===== src/rtl/arith_pkg.sv =====
// Shared types and constants for the sequential four-mode arithmetic engine.
package arith_pkg;

    localparam int unsigned ARITH_IN_W     = 4;
    localparam int unsigned ARITH_OUT_W    = 8;
    localparam int unsigned ARITH_MUL_BITS = 5;

    localparam logic [ARITH_IN_W-1:0] E_MASK = 4'b0010;

    typedef enum logic [1:0] {
        MODE_M1 = 2'b00,
        MODE_M2 = 2'b01,
        MODE_M3 = 2'b10,
        MODE_M4 = 2'b11
    } mode_e;

    typedef enum logic [1:0] {
        ST_IDLE,
        ST_MUL,
        ST_COMBINE,
        ST_DONE
    } state_e;

    // Products a mode depends on; bit i selects p(i+1).
    function automatic logic [3:0] mode_mask(input mode_e m);
        logic [3:0] r;
        case (m)
            MODE_M1: r = 4'b0001;
            MODE_M2: r = 4'b0110;
            MODE_M3: r = 4'b1000;
            default: r = 4'b1111;
        endcase
        return r;
    endfunction

endpackage


===== src/rtl/arith_seq_engine_if.sv =====
// Command/result handshake bundle between a command master and arith_seq_engine.
interface arith_seq_engine_if import arith_pkg::*; #(
    parameter int unsigned IN_W  = ARITH_IN_W,
    parameter int unsigned OUT_W = ARITH_OUT_W
) ();

    logic            in_valid;
    logic            in_ready;
    logic [IN_W-1:0] a;
    logic [IN_W-1:0] b;
    logic [IN_W-1:0] c;
    logic [IN_W-1:0] d;
    logic [IN_W-1:0] e;
    mode_e           mode;
    logic            out_valid;
    logic            out_ready;
    logic [OUT_W-1:0] y;
    logic            busy;

    modport master (
        output in_valid, a, b, c, d, e, mode, out_ready,
        input  in_ready, out_valid, y, busy
    );

    modport slave (
        input  in_valid, a, b, c, d, e, mode, out_ready,
        output in_ready, out_valid, y, busy
    );

endinterface


===== src/rtl/arith_shift_add_mul.sv =====
// Iterative shift-add multiplier: one multiplier bit per cycle, product truncated to OUT_W.
module arith_shift_add_mul import arith_pkg::*; #(
    parameter int unsigned OUT_W    = ARITH_OUT_W,
    parameter int unsigned MUL_BITS = ARITH_MUL_BITS
) (
    input  logic                clk,
    input  logic                rst_n,
    input  logic                start,
    input  logic [OUT_W-1:0]    mcand,
    input  logic [MUL_BITS-1:0] mplier,
    output logic                done,
    output logic [OUT_W-1:0]    product
);

    localparam int unsigned CNT_W = $clog2(MUL_BITS + 1);

    logic [OUT_W-1:0]    acc;
    logic [OUT_W-1:0]    mc_sh;
    logic [MUL_BITS-1:0] mp_sh;
    logic [CNT_W-1:0]    cnt;
    logic                running;

    // The start cycle performs the first iteration so products can run back to back.
    always_ff @(posedge clk) begin
        if (!rst_n) begin
            acc     <= '0;
            mc_sh   <= '0;
            mp_sh   <= '0;
            cnt     <= '0;
            running <= 1'b0;
            done    <= 1'b0;
        end else begin
            done <= 1'b0;
            if (start) begin
                acc     <= mplier[0] ? mcand : '0;
                mc_sh   <= mcand << 1;
                mp_sh   <= mplier >> 1;
                cnt     <= CNT_W'(1);
                running <= 1'b1;
            end else if (running) begin
                if (mp_sh[0]) begin
                    acc <= acc + mc_sh;
                end
                mc_sh <= mc_sh << 1;
                mp_sh <= mp_sh >> 1;
                cnt   <= cnt + CNT_W'(1);
                if (cnt == CNT_W'(MUL_BITS - 1)) begin
                    running <= 1'b0;
                    done    <= 1'b1;
                end
            end
        end
    end

    assign product = acc;

endmodule


===== src/rtl/arith_seq_engine.sv =====
// Handshaked four-mode arithmetic responder built around one shared shift-add multiplier.
// Define ARITH_SEQ_FAST_EN to compute only the products the selected mode needs.
module arith_seq_engine import arith_pkg::*; #(
    parameter int unsigned IN_W     = ARITH_IN_W,
    parameter int unsigned OUT_W    = ARITH_OUT_W,
    parameter int unsigned MUL_BITS = ARITH_MUL_BITS
) (
    input  logic               clk,
    input  logic               rst_n,
    arith_seq_engine_if.slave  bus
);

    state_e              state;
    logic [IN_W-1:0]     a_r, b_r, c_r, d_r, e_r;
    mode_e               mode_r;
    logic [1:0]          sel;
    logic                launch;
    logic [OUT_W-1:0]    prod [4];

    logic [3:0]          accept_mask_c;
    logic [3:0]          run_mask_c;
    logic [2:0]          nxt_c;
    logic [1:0]          lidx_c;
    logic                mul_start_c;
    logic [OUT_W-1:0]    mul_mcand_c;
    logic [MUL_BITS-1:0] mul_mplier_c;
    logic                mul_done;
    logic [OUT_W-1:0]    mul_product;

`ifdef ARITH_SEQ_FAST_EN
    assign accept_mask_c = mode_mask(bus.mode);
    assign run_mask_c    = mode_mask(mode_r);
`else
    assign accept_mask_c = 4'b1111;
    assign run_mask_c    = 4'b1111;
`endif

    // Next needed product after cur; bit 2 set means none remain.
    function automatic logic [2:0] next_prod(input logic [1:0] cur, input logic [3:0] mask);
        logic [2:0] r;
        r = 3'b100;
        for (int i = 3; i >= 0; i--) begin
            if (i > int'(cur) && mask[i]) r = {1'b0, 2'(i)};
        end
        return r;
    endfunction

    function automatic logic [1:0] first_prod(input logic [3:0] mask);
        logic [1:0] r;
        r = 2'd0;
        for (int i = 3; i >= 0; i--) begin
            if (mask[i]) r = 2'(i);
        end
        return r;
    endfunction

    assign nxt_c       = next_prod(sel, run_mask_c);
    assign lidx_c      = launch ? sel : nxt_c[1:0];
    assign mul_start_c = (state == ST_MUL) && (launch || (mul_done && !nxt_c[2]));

    // Operand pair for the product being launched; operands zero-extended to OUT_W.
    always_comb begin
        mul_mcand_c  = '0;
        mul_mplier_c = '0;
        case (lidx_c)
            2'd0: begin
                mul_mcand_c  = OUT_W'(a_r) + OUT_W'(b_r);
                mul_mplier_c = MUL_BITS'(OUT_W'(c_r) + OUT_W'(d_r));
            end
            2'd1: begin
                mul_mcand_c  = OUT_W'(a_r);
                mul_mplier_c = MUL_BITS'(c_r);
            end
            2'd2: begin
                mul_mcand_c  = OUT_W'(b_r);
                mul_mplier_c = MUL_BITS'(d_r);
            end
            default: begin
                mul_mcand_c  = OUT_W'(a_r ^ b_r) + OUT_W'(d_r);
                mul_mplier_c = MUL_BITS'(e_r & IN_W'(E_MASK));
            end
        endcase
    end

    arith_shift_add_mul #(
        .OUT_W    (OUT_W),
        .MUL_BITS (MUL_BITS)
    ) u_mul (
        .clk     (clk),
        .rst_n   (rst_n),
        .start   (mul_start_c),
        .mcand   (mul_mcand_c),
        .mplier  (mul_mplier_c),
        .done    (mul_done),
        .product (mul_product)
    );

    always_ff @(posedge clk) begin
        if (!rst_n) begin
            state         <= ST_IDLE;
            bus.in_ready  <= 1'b1;
            bus.out_valid <= 1'b0;
            bus.busy      <= 1'b0;
            bus.y         <= '0;
            a_r           <= '0;
            b_r           <= '0;
            c_r           <= '0;
            d_r           <= '0;
            e_r           <= '0;
            mode_r        <= MODE_M1;
            sel           <= '0;
            launch        <= 1'b0;
            for (int i = 0; i < 4; i++) prod[i] <= '0;
        end else begin
            launch <= 1'b0;
            case (state)
                ST_IDLE: begin
                    if (bus.in_valid && bus.in_ready) begin
                        a_r          <= bus.a;
                        b_r          <= bus.b;
                        c_r          <= bus.c;
                        d_r          <= bus.d;
                        e_r          <= bus.e;
                        mode_r       <= bus.mode;
                        sel          <= first_prod(accept_mask_c);
                        launch       <= 1'b1;
                        bus.in_ready <= 1'b0;
                        bus.busy     <= 1'b1;
                        state        <= ST_MUL;
                    end
                end
                ST_MUL: begin
                    if (mul_done) begin
                        prod[sel] <= mul_product;
                        if (nxt_c[2]) state <= ST_COMBINE;
                        else          sel   <= nxt_c[1:0];
                    end
                end
                ST_COMBINE: begin
                    case (mode_r)
                        MODE_M1: bus.y <= prod[0];
                        MODE_M2: bus.y <= prod[1] + prod[2];
                        MODE_M3: bus.y <= prod[3];
                        default: bus.y <= (prod[0] + prod[1] + prod[2]) ^ (prod[3] >> 2);
                    endcase
                    bus.out_valid <= 1'b1;
                    state         <= ST_DONE;
                end
                ST_DONE: begin
                    if (bus.out_ready) begin
                        bus.out_valid <= 1'b0;
                        bus.in_ready  <= 1'b1;
                        bus.busy      <= 1'b0;
                        state         <= ST_IDLE;
                    end
                end
                default: state <= ST_IDLE;
            endcase
        end
    end

endmodule


===== src/flat_wrapper.sv =====
// flat-port wrapper written by rule: the top's interface ports become plain ports
module arith_seq_engine_flat import arith_pkg::*;
#(
    parameter int unsigned IN_W     = ARITH_IN_W,
    parameter int unsigned OUT_W    = ARITH_OUT_W,
    parameter int unsigned MUL_BITS = ARITH_MUL_BITS
)
  (clk, rst_n, bus_in_valid, bus_a, bus_b, bus_c, bus_d, bus_e, bus_mode, bus_out_ready, bus_in_ready, bus_out_valid, bus_y, bus_busy);
  arith_seq_engine_if #(.IN_W(IN_W), .OUT_W(OUT_W)) bus_i ();
  input  logic clk;
  input  logic rst_n;
  input wire logic [$bits(bus_i.in_valid)-1:0] bus_in_valid;
  input wire logic [$bits(bus_i.a)-1:0] bus_a;
  input wire logic [$bits(bus_i.b)-1:0] bus_b;
  input wire logic [$bits(bus_i.c)-1:0] bus_c;
  input wire logic [$bits(bus_i.d)-1:0] bus_d;
  input wire logic [$bits(bus_i.e)-1:0] bus_e;
  input wire logic [$bits(bus_i.mode)-1:0] bus_mode;
  input wire logic [$bits(bus_i.out_ready)-1:0] bus_out_ready;
  output wire logic [$bits(bus_i.in_ready)-1:0] bus_in_ready;
  output wire logic [$bits(bus_i.out_valid)-1:0] bus_out_valid;
  output wire logic [$bits(bus_i.y)-1:0] bus_y;
  output wire logic [$bits(bus_i.busy)-1:0] bus_busy;
  assign bus_i.in_valid = bus_in_valid;
  assign bus_i.a = bus_a;
  assign bus_i.b = bus_b;
  assign bus_i.c = bus_c;
  assign bus_i.d = bus_d;
  assign bus_i.e = bus_e;
  assign bus_i.mode = bus_mode;
  assign bus_i.out_ready = bus_out_ready;
  assign bus_in_ready = bus_i.in_ready;
  assign bus_out_valid = bus_i.out_valid;
  assign bus_y = bus_i.y;
  assign bus_busy = bus_i.busy;
  arith_seq_engine #(.IN_W(IN_W), .OUT_W(OUT_W), .MUL_BITS(MUL_BITS)) u_core (.clk(clk), .rst_n(rst_n), .bus(bus_i));
endmodule

===== config.mk =====
export PLATFORM = sky130hd
export DESIGN_NAME = arith_seq_engine_flat
export DESIGN_NICKNAME = d
export VERILOG_FILES = /design/src/rtl/arith_pkg.sv /design/src/rtl/arith_seq_engine_if.sv /design/src/rtl/arith_shift_add_mul.sv /design/src/rtl/arith_seq_engine.sv /design/src/flat_wrapper.sv
export SDC_FILE = /design/constraint.sdc
export NUM_CORES = 1
export LEC_CHECK = 0
export CAP_MARGIN = 10
export CORE_MARGIN = 2
export CORE_UTILIZATION = 50
export CTS_BUF_LIST = sky130_fd_sc_hd__clkbuf_4
export CTS_CLUSTER_SIZE = 10
export DETAILED_ROUTE_END_ITERATION = 10
export DONT_BUFFER_PORTS = 1
export SYNTH_ARGS = -nofsm -noshare
export SYNTH_HDL_FRONTEND = slang
export SYNTH_SLANG_ARGS = --single-unit

===== constraint.sdc =====
create_clock -name clk -period 4.5 [get_ports clk]
set_input_delay 1.125 -clock clk [delete_from_list [all_inputs] [get_ports clk]]
set_output_delay 1.125 -clock clk [all_outputs]
set_load 0.01 [all_outputs]

==> results of run 1 <==
critical path, cell delays in order (launching register included):
cell,delay (ps)
edfxtp_1,500
fa_1,570
ha_1,190
inv_1,70
fa_1,460
xnor2_1,140
mux4_2,450
nor2_1,100
nor2_1,50
through the flow:
| step | hold slack (ps) | power (mW) | cell area, um^2 | util, % |
|---|---|---|---|---|
| after floorplan | 444 | 1.66 | 5550 | - |
| after CTS | 487 | 2.26 | 5790 | 53.4 |
| after detailed placement | 467 | 1.80 | 5650 | 52.1 |
| after global placement | 461 | 1.78 | 5650 | 52.1 |
| final | 484 | 2.24 | 5790 | 53.4 |
| after global routing | 529 | 2.41 | 5790 | 53.4 |
cells in the final DEF (no fill, tap or decap), types with 8 or more instances in the layout:
| master | n |
|---|---|
| o211ai_1 | 8 |
| nand3_1 | 14 |
| inv_1 | 23 |
| nand2_1 | 75 |
| dfxtp_1 | 59 |
| a21boi_0 | 17 |
| a21oi_1 | 35 |
| mux2i_1 | 21 |
| o21ai_0 | 21 |
| and2_1 | 33 |
| clkbuf_4 | 9 |
| xor2_1 | 8 |
| edfxtp_1 | 32 |
| nor2_1 | 25 |
| nor2b_1 | 9 |
| ha_1 | 40 |
| xnor2_1 | 16 |
| a21o_1 | 10 |
| fa_1 | 13 |
power groups by stage:
stage / clock network [mW] / logic [mW] / registers, mW
after floorplan: 0 / 0.613 / 1.05
after global placement: 0 / 0.683 / 1.09
after detailed placement: 0 / 0.702 / 1.10
after CTS: 0.474 / 0.706 / 1.08
after global routing: 0.507 / 0.802 / 1.10
final: 0.460 / 0.700 / 1.08
cells by family after synthesis:
| group | after synthesis |
|---|---|
| xor+xnor | 24 |
| mux | 33 |
| fa+ha+maj | 53 |
| flops | 91 |
| compound gates | 132 |
| buf+inv | 50 |
| simple gates | 195 |
sequential cells by signal, indices dropped and copies added, names as in the netlist:
name,cells
u_core.bus.in_ready,1
u_core.c_r,4
u_core.u_mul.cnt,3
u_core.u_mul.running,1
u_core.bus.out_valid,1
u_core.sel,2
u_core.u_mul.product,8
u_core.bus.y,8
u_core.e_r,1
u_core.d_r,4
u_core.u_mul.mp_sh,4
u_core.bus.busy,1
u_core.mode_r,2
u_core.prod,32
u_core.u_mul.mc_sh,7
u_core.b_r,4
u_core.launch,1
u_core.u_mul.done,1
u_core.a_r,4
u_core.state,2
worst paths after layout:
check        cells past startpoint                             from                      endpoint
min                              2       u_core.e_r[1]$_SDFFE_PN0P_    u_core.e_r[1]$_SDFFE_PN0P_
max                              8  u_core.prod[2][1]$_SDFFCE_PN0P_  u_core.bus.y[2]$_SDFFE_PN0P_
max reg2reg                      8  u_core.prod[2][1]$_SDFFCE_PN0P_  u_core.bus.y[2]$_SDFFE_PN0P_
min reg2reg                      2       u_core.e_r[1]$_SDFFE_PN0P_    u_core.e_r[1]$_SDFFE_PN0P_
synth_stat cells, types with 2 or more instances:
master / n / share of area [%]
nor3_1: 5 / 0.45
ha_1: 40 / 9.0
edfxtp_1: 32 / 17
a221oi_1: 2 / 0.32
and2_1: 33 / 3.7
a21boi_0: 17 / 2.3
mux4_2: 4 / 1.6
nand3b_1: 2 / 0.27
nor3b_1: 6 / 0.81
and3_1: 4 / 0.45
o22ai_1: 3 / 0.34
dfxtp_1: 59 / 21
inv_1: 23 / 1.6
nand2b_1: 7 / 0.79
a31oi_1: 7 / 0.79
buf_1: 3 / 0.20
a211o_1: 2 / 0.32
o21ai_0: 21 / 1.9
fa_1: 13 / 4.7
buf_2: 3 / 0.27
o21a_1: 4 / 0.54
o32a_1: 3 / 0.54
buf_6: 2 / 0.41
o211a_1: 4 / 0.72
xor2_1: 8 / 1.3
o211ai_1: 8 / 1.1
nand4_1: 4 / 0.45
o31ai_1: 3 / 0.41
nand3_1: 14 / 1.3
mux2i_1: 21 / 3.8
nand2_1: 75 / 5.1
a21oi_1: 35 / 3.2
nor4b_1: 4 / 0.63
nor2b_1: 9 / 1.0
a21o_1: 10 / 1.4
clkinv_1: 2 / 0.14
clkbuf_1: 17 / 1.1
nor2_1: 25 / 1.7
xnor2_1: 16 / 2.5
mux2_2: 7 / 1.4
or3_1: 3 / 0.34
a211oi_1: 6 / 0.81
layer usage:
layer / GRT usage, % / share of wire (%) / vias up
met5: 0 / 0 / -
met4: 8.14 / 2.1 / 0
met3: 3.32 / 2.1 / 17
met2: 35.4 / 49 / 47
met1: 26.0 / 47 / 1910
li1: - / - / 2040
cell type report:
type | instances | area, um^2
clock buffers | 9 | 67.6
clock inverters | 7 | 68.8
fillers | 1026 | 5050
inverters | 25 | 93.8
multi-input cells | 437 | 3200
flip-flops and latches | 91 | 2140
well taps | 140 | 175
repair buffers | 5 | 37.5
==> metrics.cfg, run 1 <==
[timing]
period_minus_slack_ps=2610
rsz0062_at_grt=false
fin_ws_ps=1890
hold_viol_final=0
maxSlewViolCount=0
timing.fmax_mhz=383
tightest_slew_ps=968
fin_crit_sh_pct=58.0
relSlewSlack_pct=34.2
finalSetupTns_ps=0
setup_viol=0
skew_ps=21.5

[clock_network]
cts_made_buffers=9
clockBufferDepth=2
clkTransAtPathRegs_ps=140
ctsResizeCount=0
clock_latency_ps=470
post_cts_buffers=0
cts_tree=yes
cts_max_level=3
ctsRootBufferMaster=clkbuf_4
clock-sinks=91
ctsHoldBuffers=0

[synth]
synth_cell_types=54
synth_fa_ha_area_share_pct=13.7
yosysSeqAreaShare_pct=38.6
synth_xor_area_share_pct=3.79
syn_area_mm2=0.00555
synth-seq-cells=91
synth_edf_count=32
yosys_warnings=0
syn_inst=578
syn-num-nets=657
synthArstFlopShare_pct=0
synth_top_family_by_area=simple AND/OR/NAND/NOR gates
yosys.area_share.simple_pct=17.6
avgSynthCellArea_um2=9.60
synth_compound_area_share_pct=15.6
yosys_most_used_dff=dfxtp_1
synth_mux_area_share_pct=7.08

[setup_path]
reg2reg_slack_ps=1890
cp_max_fo=3
crit_arrival_ps=2980
critPathKind=flip-flop to flip-flop
crit_required_ps=4870
crit_path_end_kind=flip-flop
startpoint_type=flip-flop

[floorplanning]
die_y_um=109
dieArea_mm2=0.0120
start_util_pct=51.2
core_area_mm2=0.0108
die_w_um=109
pin_count=37
rows=38

[placed_design]
io_buffers=0
gp_congestion=0.791
dp.cells=698
place_ws_ps=1920
dp_hpwl_um=8510

[power]
switching_share_pct=36.8
leakagePower_nw=2.33
p_int_mw=1.41
pwr-share-seq_pct=48.1
p_comb_share_pct=31.3
clkPwrFrac_pct=20.6
p_per_area_mw_per_mm2=386
p_switching_mw=0.824
ir_drop_v=0.000229

[route]
avgViaCountPerCell=5.62
drc=0
via_count=4014
routed_wl_um=11300
wl_per_cell_um=15.8
dr.pass1.iters=4
drt_iter0_markers=204
drtAntennaViolNets=0

[layout]
syn2layout_area_growth_pct=4.26
stdcell_count=714
diodes=0
final_nets=648
drive_gt1_share_pct=5.75

[worst_hold_path]
min-delay-path-class=flip-flop to flip-flop

[grt]
grt_max_degree=52
track_usage_pct=20.7
grt_pass1_vias=3992
overflow=0
grt_pass1_wl_um=19100
antenna_found_initial=0

[run_status]
status=finished clean

[flow_run]
cap_violations=0

No activity file was read; power rests on OpenSTA's default activity.
==> inputs of run 2 (changes only) <==
--- a/config.mk
+++ b/config.mk
@@ -12,6 +12,7 @@
 export CTS_CLUSTER_SIZE = 10
 export DETAILED_ROUTE_END_ITERATION = 10
 export DONT_BUFFER_PORTS = 1
+export PLACE_DENSITY = 0.68
 export SYNTH_ARGS = -nofsm -noshare
 export SYNTH_HDL_FRONTEND = slang
 export SYNTH_SLANG_ARGS = --single-unit
==> constraint.sdc (replaced) <==
create_clock -name clk -period 2.3 [get_ports clk]
set_input_delay 0.575 -clock clk [delete_from_list [all_inputs] [get_ports clk]]
set_output_delay 0.575 -clock clk [all_outputs]
set_load 0.01 [all_outputs]
==> run 2 against run 1 <==
The run now ends with negative setup slack left. Highest routed layer unchanged. Maximum frequency is 5.3% higher. Setup slack worse by 2100 ps. Wire length up 3.8%. Largest power group unchanged.
==> metrics.cfg, run 2 (same netlist as run 1, synthesis figures left out) <==
[route]
wl_per_cell_um=15.9  ; +0.65%
dr.pass1.iters=4  ; unchanged
via_count=4207  ; +4.8%
drt_iter0_markers=282  ; +38%
drtAntennaViolNets=0  ; unchanged
routed_wl_um=11700  ; +3.8%
avgViaCountPerCell=5.72  ; +1.7%
drc=0  ; unchanged

[run_status]
status=finished with violations
violations=negative setup slack

[timing]
period_minus_slack_ps=2480  ; -131 ps
skew_ps=24.6  ; +3.11 ps
tightest_slew_ps=709  ; -258 ps
timing.fmax_mhz=404  ; +5.3%
fin_crit_sh_pct=108  ; +50 points
rsz0062_at_grt=true
maxSlewViolCount=0  ; unchanged
relSlewSlack_pct=52.7  ; +18 points
setup_viol=4  ; +4
fin_ws_ps=-178  ; -2070 ps
hold_viol_final=0  ; unchanged

[layout]
diodes=0  ; unchanged
final_common_cell=nand2_1
drive_gt1_share_pct=11.9  ; +6.2 points
largest_reg_flops=32  ; unchanged
largest-register=u_core.prod
final_nets=670  ; +3.4%
final_cell_mix=nand2_1 (74), dfxtp_1 (58), ha_1 (36)
final_cell_area_mm2=0.00606  ; +4.7%
syn2layout_area_growth_pct=9.15

[placed_design]
dp_hpwl_um=8720  ; +2.4%
io_buffers=0  ; unchanged
post_dp_cell_area_mm2=0.00580  ; +2.7%
gp_congestion=0.843  ; +6.6%

[floorplanning]
rows=38  ; unchanged
die_y_um=109  ; unchanged
dieArea_mm2=0.0120  ; unchanged
core_area_mm2=0.0108  ; unchanged
pin_count=37  ; unchanged
die_w_um=109  ; unchanged
start_util_pct=51.2  ; unchanged

[grt]
overflow=0  ; unchanged
antenna_found_initial=0  ; unchanged
grt_pass1_wl_um=19600  ; +2.7%
track_usage_pct=21.2  ; +0.55 points
grt_max_degree=52  ; unchanged
grt_pass1_vias=4276  ; +7.1%

[power]
leakagePower_nw=2.47  ; +6.0%
p_per_area_mw_per_mm2=752  ; +95%
fin_total_pwr_mw=4.56  ; +100%
ir_drop_v=0.000518  ; +130%

[flow_run]
cap_violations=0  ; unchanged

[clock_network]
ctsRootBufferMaster=clkbuf_4
ctsHoldBuffers=0  ; unchanged
clockBufferDepth=2  ; unchanged
cts_made_buffers=9  ; unchanged
cts_tree=yes
cts_max_level=3  ; unchanged
clock_latency_ps=480  ; about the same
clock-sinks=91  ; unchanged
clkTransAtPathRegs_ps=170  ; +30 ps

[worst_hold_path]
min-delay-path-class=primary input to flip-flop

[setup_path]
path_common_cell=nor2_1
critPathKind=flip-flop to flip-flop
crit_path_end_kind=flip-flop
max_stage_delay_ps=550  ; -20 ps
startpoint_type=flip-flop
cp_max_fo=2  ; -1
crit_chain=fa_1, ha_2, inv_2, fa_2, xnor2_1, mux4_2, nor2_1, nor2_1
crit_required_ps=2700  ; -2170 ps
crit_arrival_ps=2880  ; -100 ps
slowest_stage=fa_1

==> run 2: changes by cell type in the layout (fill, tap and decap cells not counted), sizes merged <==
cell / change
clkinv: -2
inv: +3
clkinvlp: -1
buf: +22
==> run 2: worst max-delay path, delay by kind of cell (launching register included) <==
| family | cells | cell delay [ps] |
|---|---|---|
| flops | 1 | 460 |
| fa+ha+maj | 3 | 1250 |
| buf+inv | 1 | 40 |
| mux | 1 | 450 |
| xor+xnor | 1 | 60 |
| simple gates | 2 | 150 |
==> run 2: final timing paths <==
path | from | end | slack (ps) | cells after the start
hold / removal | rst_n | u_core.bus.in_ready$_SDFFE_PN1P_ | 200 | 1
setup reg to reg | u_core.prod[2][1]$_SDFFCE_PN0P_ | u_core.bus.y[2]$_SDFFE_PN0P_ | -180 | 8
setup / recovery | u_core.prod[2][1]$_SDFFCE_PN0P_ | u_core.bus.y[2]$_SDFFE_PN0P_ | -180 | 8
hold reg to reg | u_core.e_r[1]$_SDFFE_PN0P_ | u_core.e_r[1]$_SDFFE_PN0P_ | 480 | 2
==> run 2: area by class of cell <==
cell class	instances	area [um^2]
inverter	25	93.8
clock buffer	9	67.6
clock inverter	7	75.1
multi-input combinational	437	3290
timing repair buffer	27	210
tap	140	175
fill	957	4780
sequential	91	2140
==> run 2: repair_timing <==
item	CTS	global route
setup buffers	1	1
setup endpoints to repair	5	7
pin swaps	10	6
gates resized for setup	11	9
==> run 2: where the power goes <==
| part | switching [mW] | internal [mW] | leakage [nW] |
|---|---|---|---|
| sequential | 0.226 | 1.86 | 0.810 |
| combinational | 0.863 | 0.667 | 1.58 |
| clock | 0.600 | 0.342 | 0.0811 |
==> run 2: layer usage <==
| layer | global-route usage, % | wire length [um] | part of all wire, % |
|---|---|---|---|
| met5 | 0 | 0 | 0 |
| met3 | 3.50 | 300 | 2.6 |
| met1 | 24.5 | 5100 | 44 |
| met2 | 38.1 | 5980 | 51 |
| met4 | 9.86 | 325 | 2.8 |
==> run 2: metrics by stage <==
stage | std cells | hold slack, ps | worst slack, ps | utilization (%) | setup TNS, ps
floorplan | 578 | 444 | -125 | - | -144
global placement | 718 | 462 | -139 | 53.5 | -335
detailed placement | 718 | 464 | -176 | 53.5 | -426
CTS | 735 | 166 | -188 | 55.3 | -390
global route | 736 | 175 | -262 | 55.9 | -881
finish | 736 | 197 | -178 | 55.9 | -429
==> inputs of run 3 (changes only) <==
--- a/config.mk
+++ b/config.mk
@@ -13,6 +13,7 @@
 export DETAILED_ROUTE_END_ITERATION = 10
 export DONT_BUFFER_PORTS = 1
 export PLACE_DENSITY = 0.68
+export REMOVE_ABC_BUFFERS = 1
 export SYNTH_ARGS = -nofsm -noshare
 export SYNTH_HDL_FRONTEND = slang
 export SYNTH_SLANG_ARGS = --single-unit
==> run 3 against run 2 <==
The run still ends with negative setup slack left. Global-route usage decreased by 0.52 points. Critical path depth unchanged. Non-clock buffer count increased by 3. Via count about the same. Sequential share of layout area decreased by 0.37 points. Wire length decreased by 0.36%. Maximum frequency decreased by 2.9%. Setup slack got worse by 73 ps. Largest power group unchanged.
==> metrics.cfg, run 3 (same netlist as run 1, synthesis figures left out) <==
[power]
fin_total_pwr_mw=4.62  ; +1.4%
leakagePower_nw=2.49  ; +0.89%
p_per_area_mw_per_mm2=755  ; +0.39%
ir_drop_v=0.000559  ; +8.0%

[clock_network]
ctsHoldBuffers=0  ; unchanged
cts_made_buffers=9  ; unchanged
clkTransAtPathRegs_ps=150  ; -20 ps
ctsRootBufferMaster=clkbuf_4
clock-sinks=91  ; unchanged
clock_latency_ps=470  ; about the same
clockBufferDepth=2  ; unchanged
cts_max_level=3  ; unchanged
cts_tree=yes

[flow_run]
cap_violations=0  ; unchanged

[floorplanning]
core_area_mm2=0.0108  ; unchanged
rows=38  ; unchanged
dieArea_mm2=0.0120  ; unchanged
die_w_um=109  ; unchanged
pin_count=37  ; unchanged
die_y_um=109  ; unchanged
start_util_pct=51.2  ; unchanged

[timing]
fin_ws_ps=-251  ; -72.8 ps
rsz0062_at_grt=true
maxSlewViolCount=0  ; unchanged
period_minus_slack_ps=2550  ; +72.8 ps
finalSetupTns_ps=-611  ; -182 ps
timing.fmax_mhz=392  ; -2.9%
skew_ps=10.7  ; -13.9 ps
fin_crit_sh_pct=111  ; +3.2 points
tightest_slew_ps=822  ; +113 ps
hold_viol_final=0  ; unchanged
setup_viol=4  ; unchanged
relSlewSlack_pct=45.1  ; -7.5 points

[setup_path]
crit_path_end_kind=flip-flop
cp-startpoint=u_core.prod[0][1]$_SDFFCE_PN0P_
cp_max_fo=2  ; unchanged
crit_required_ps=2680  ; -20 ps
reg2reg_slack_ps=-250  ; -70 ps
startpoint_type=flip-flop
crit_arrival_ps=2930  ; +50 ps
reg2reg_depth=8  ; unchanged
critPathKind=flip-flop to flip-flop
timing.rr.start=u_core.prod[0][1]$_SDFFCE_PN0P_

[placed_design]
dp_hpwl_um=8430  ; -3.3%
gp_congestion=0.818  ; -3.0%
io_buffers=0  ; unchanged
post_dp_cell_area_mm2=0.00579  ; -0.17%
dp.cells=717  ; -0.14%

[run_status]
violations=negative setup slack
status=finished with violations

[grt]
overflow=0  ; unchanged
antenna_found_initial=0  ; unchanged
track_usage_pct=20.7  ; -0.52 points
grt_max_degree=52  ; unchanged
grt_pass1_wl_um=19100  ; -2.5%
grt_pass1_vias=4098  ; -4.2%

[worst_hold_path]
hold_start=rst_n
min-delay-path-class=primary input to flip-flop
hold_depth=1  ; unchanged

[layout]
largest_reg_flops=32  ; unchanged
final_nets=673  ; +0.45%
diodes=0  ; unchanged
final_cell_mix=nand2_1 (74), dfxtp_1 (58), ha_1 (36)
largest-register=u_core.prod
final_common_cell=nand2_1
final_cell_area_mm2=0.00612  ; +1.1%
stdcell_count=739  ; +0.41%
drive_gt1_share_pct=12.5  ; +0.61 points
syn2layout_area_growth_pct=10.3

[route]
avgViaCountPerCell=5.69  ; -0.48%
via_count=4204  ; -0.071%
dr.pass1.iters=6  ; +2
drtAntennaViolNets=0  ; unchanged
drt_iter0_markers=220  ; -22%
drc=0  ; unchanged
routed_wl_um=11700  ; -0.36%
wl_per_cell_um=15.8  ; -0.76%

run 3: stage by stage:
step | util, % | setup slack (ps) | hold slack [ps]
after floorplan | - | -166 | 444
after global placement | 53.5 | -146 | 460
after detailed placement | 53.5 | -206 | 464
after CTS | 55.1 | -207 | 174
after global routing | 56.5 | -347 | 181
final | 56.5 | -251 | 212
run 3: timing repair:
item	in CTS	in global routing
pin swaps	3	18
endpoints found under the setup margin	5	7
buffers inserted	1	6
gates resized for setup	3	25
run 3: area by class of cell:
type,count,area (um^2)
Fill cell,929,4720
Tap cell,140,175
Inverter,25,93.8
Clock buffer,10,75.1
Sequential cell,91,2140
Multi-Input combinational cell,437,3320
Clock inverter,6,80.1
Timing Repair Buffer,30,233
run 3: metal layers:
metal	part of all wire, %	vias to the layer above	global-route usage [%]
li1	-	2087	-
met2	50	72	36.6
met4	2.3	0	10.0
met1	45	2023	24.6
met5	0	-	0
met3	2.9	22	3.02
run 3: final timing paths:
kind,endpoint
max,u_core.bus.y[2]$_SDFFE_PN0P_
min,u_core.bus.in_ready$_SDFFE_PN1P_
max reg2reg,u_core.bus.y[2]$_SDFFE_PN0P_
min reg2reg,u_core.e_r[1]$_SDFFE_PN0P_
run 3: report_power, final:
part	internal [mW]	switching, mW
Clock	0.444	0.558
Sequential	1.86	0.226
Combinational	0.664	0.871
run 3: critical path, cell delays in order, from the launching register on:
cell and delay, ps:
edfxtp_1 460, fa_1 570, ha_2 190, inv_2 40, fa_2 520, xnor2_1 70
mux4_2 460, nor2_1 110, nor2_1 50
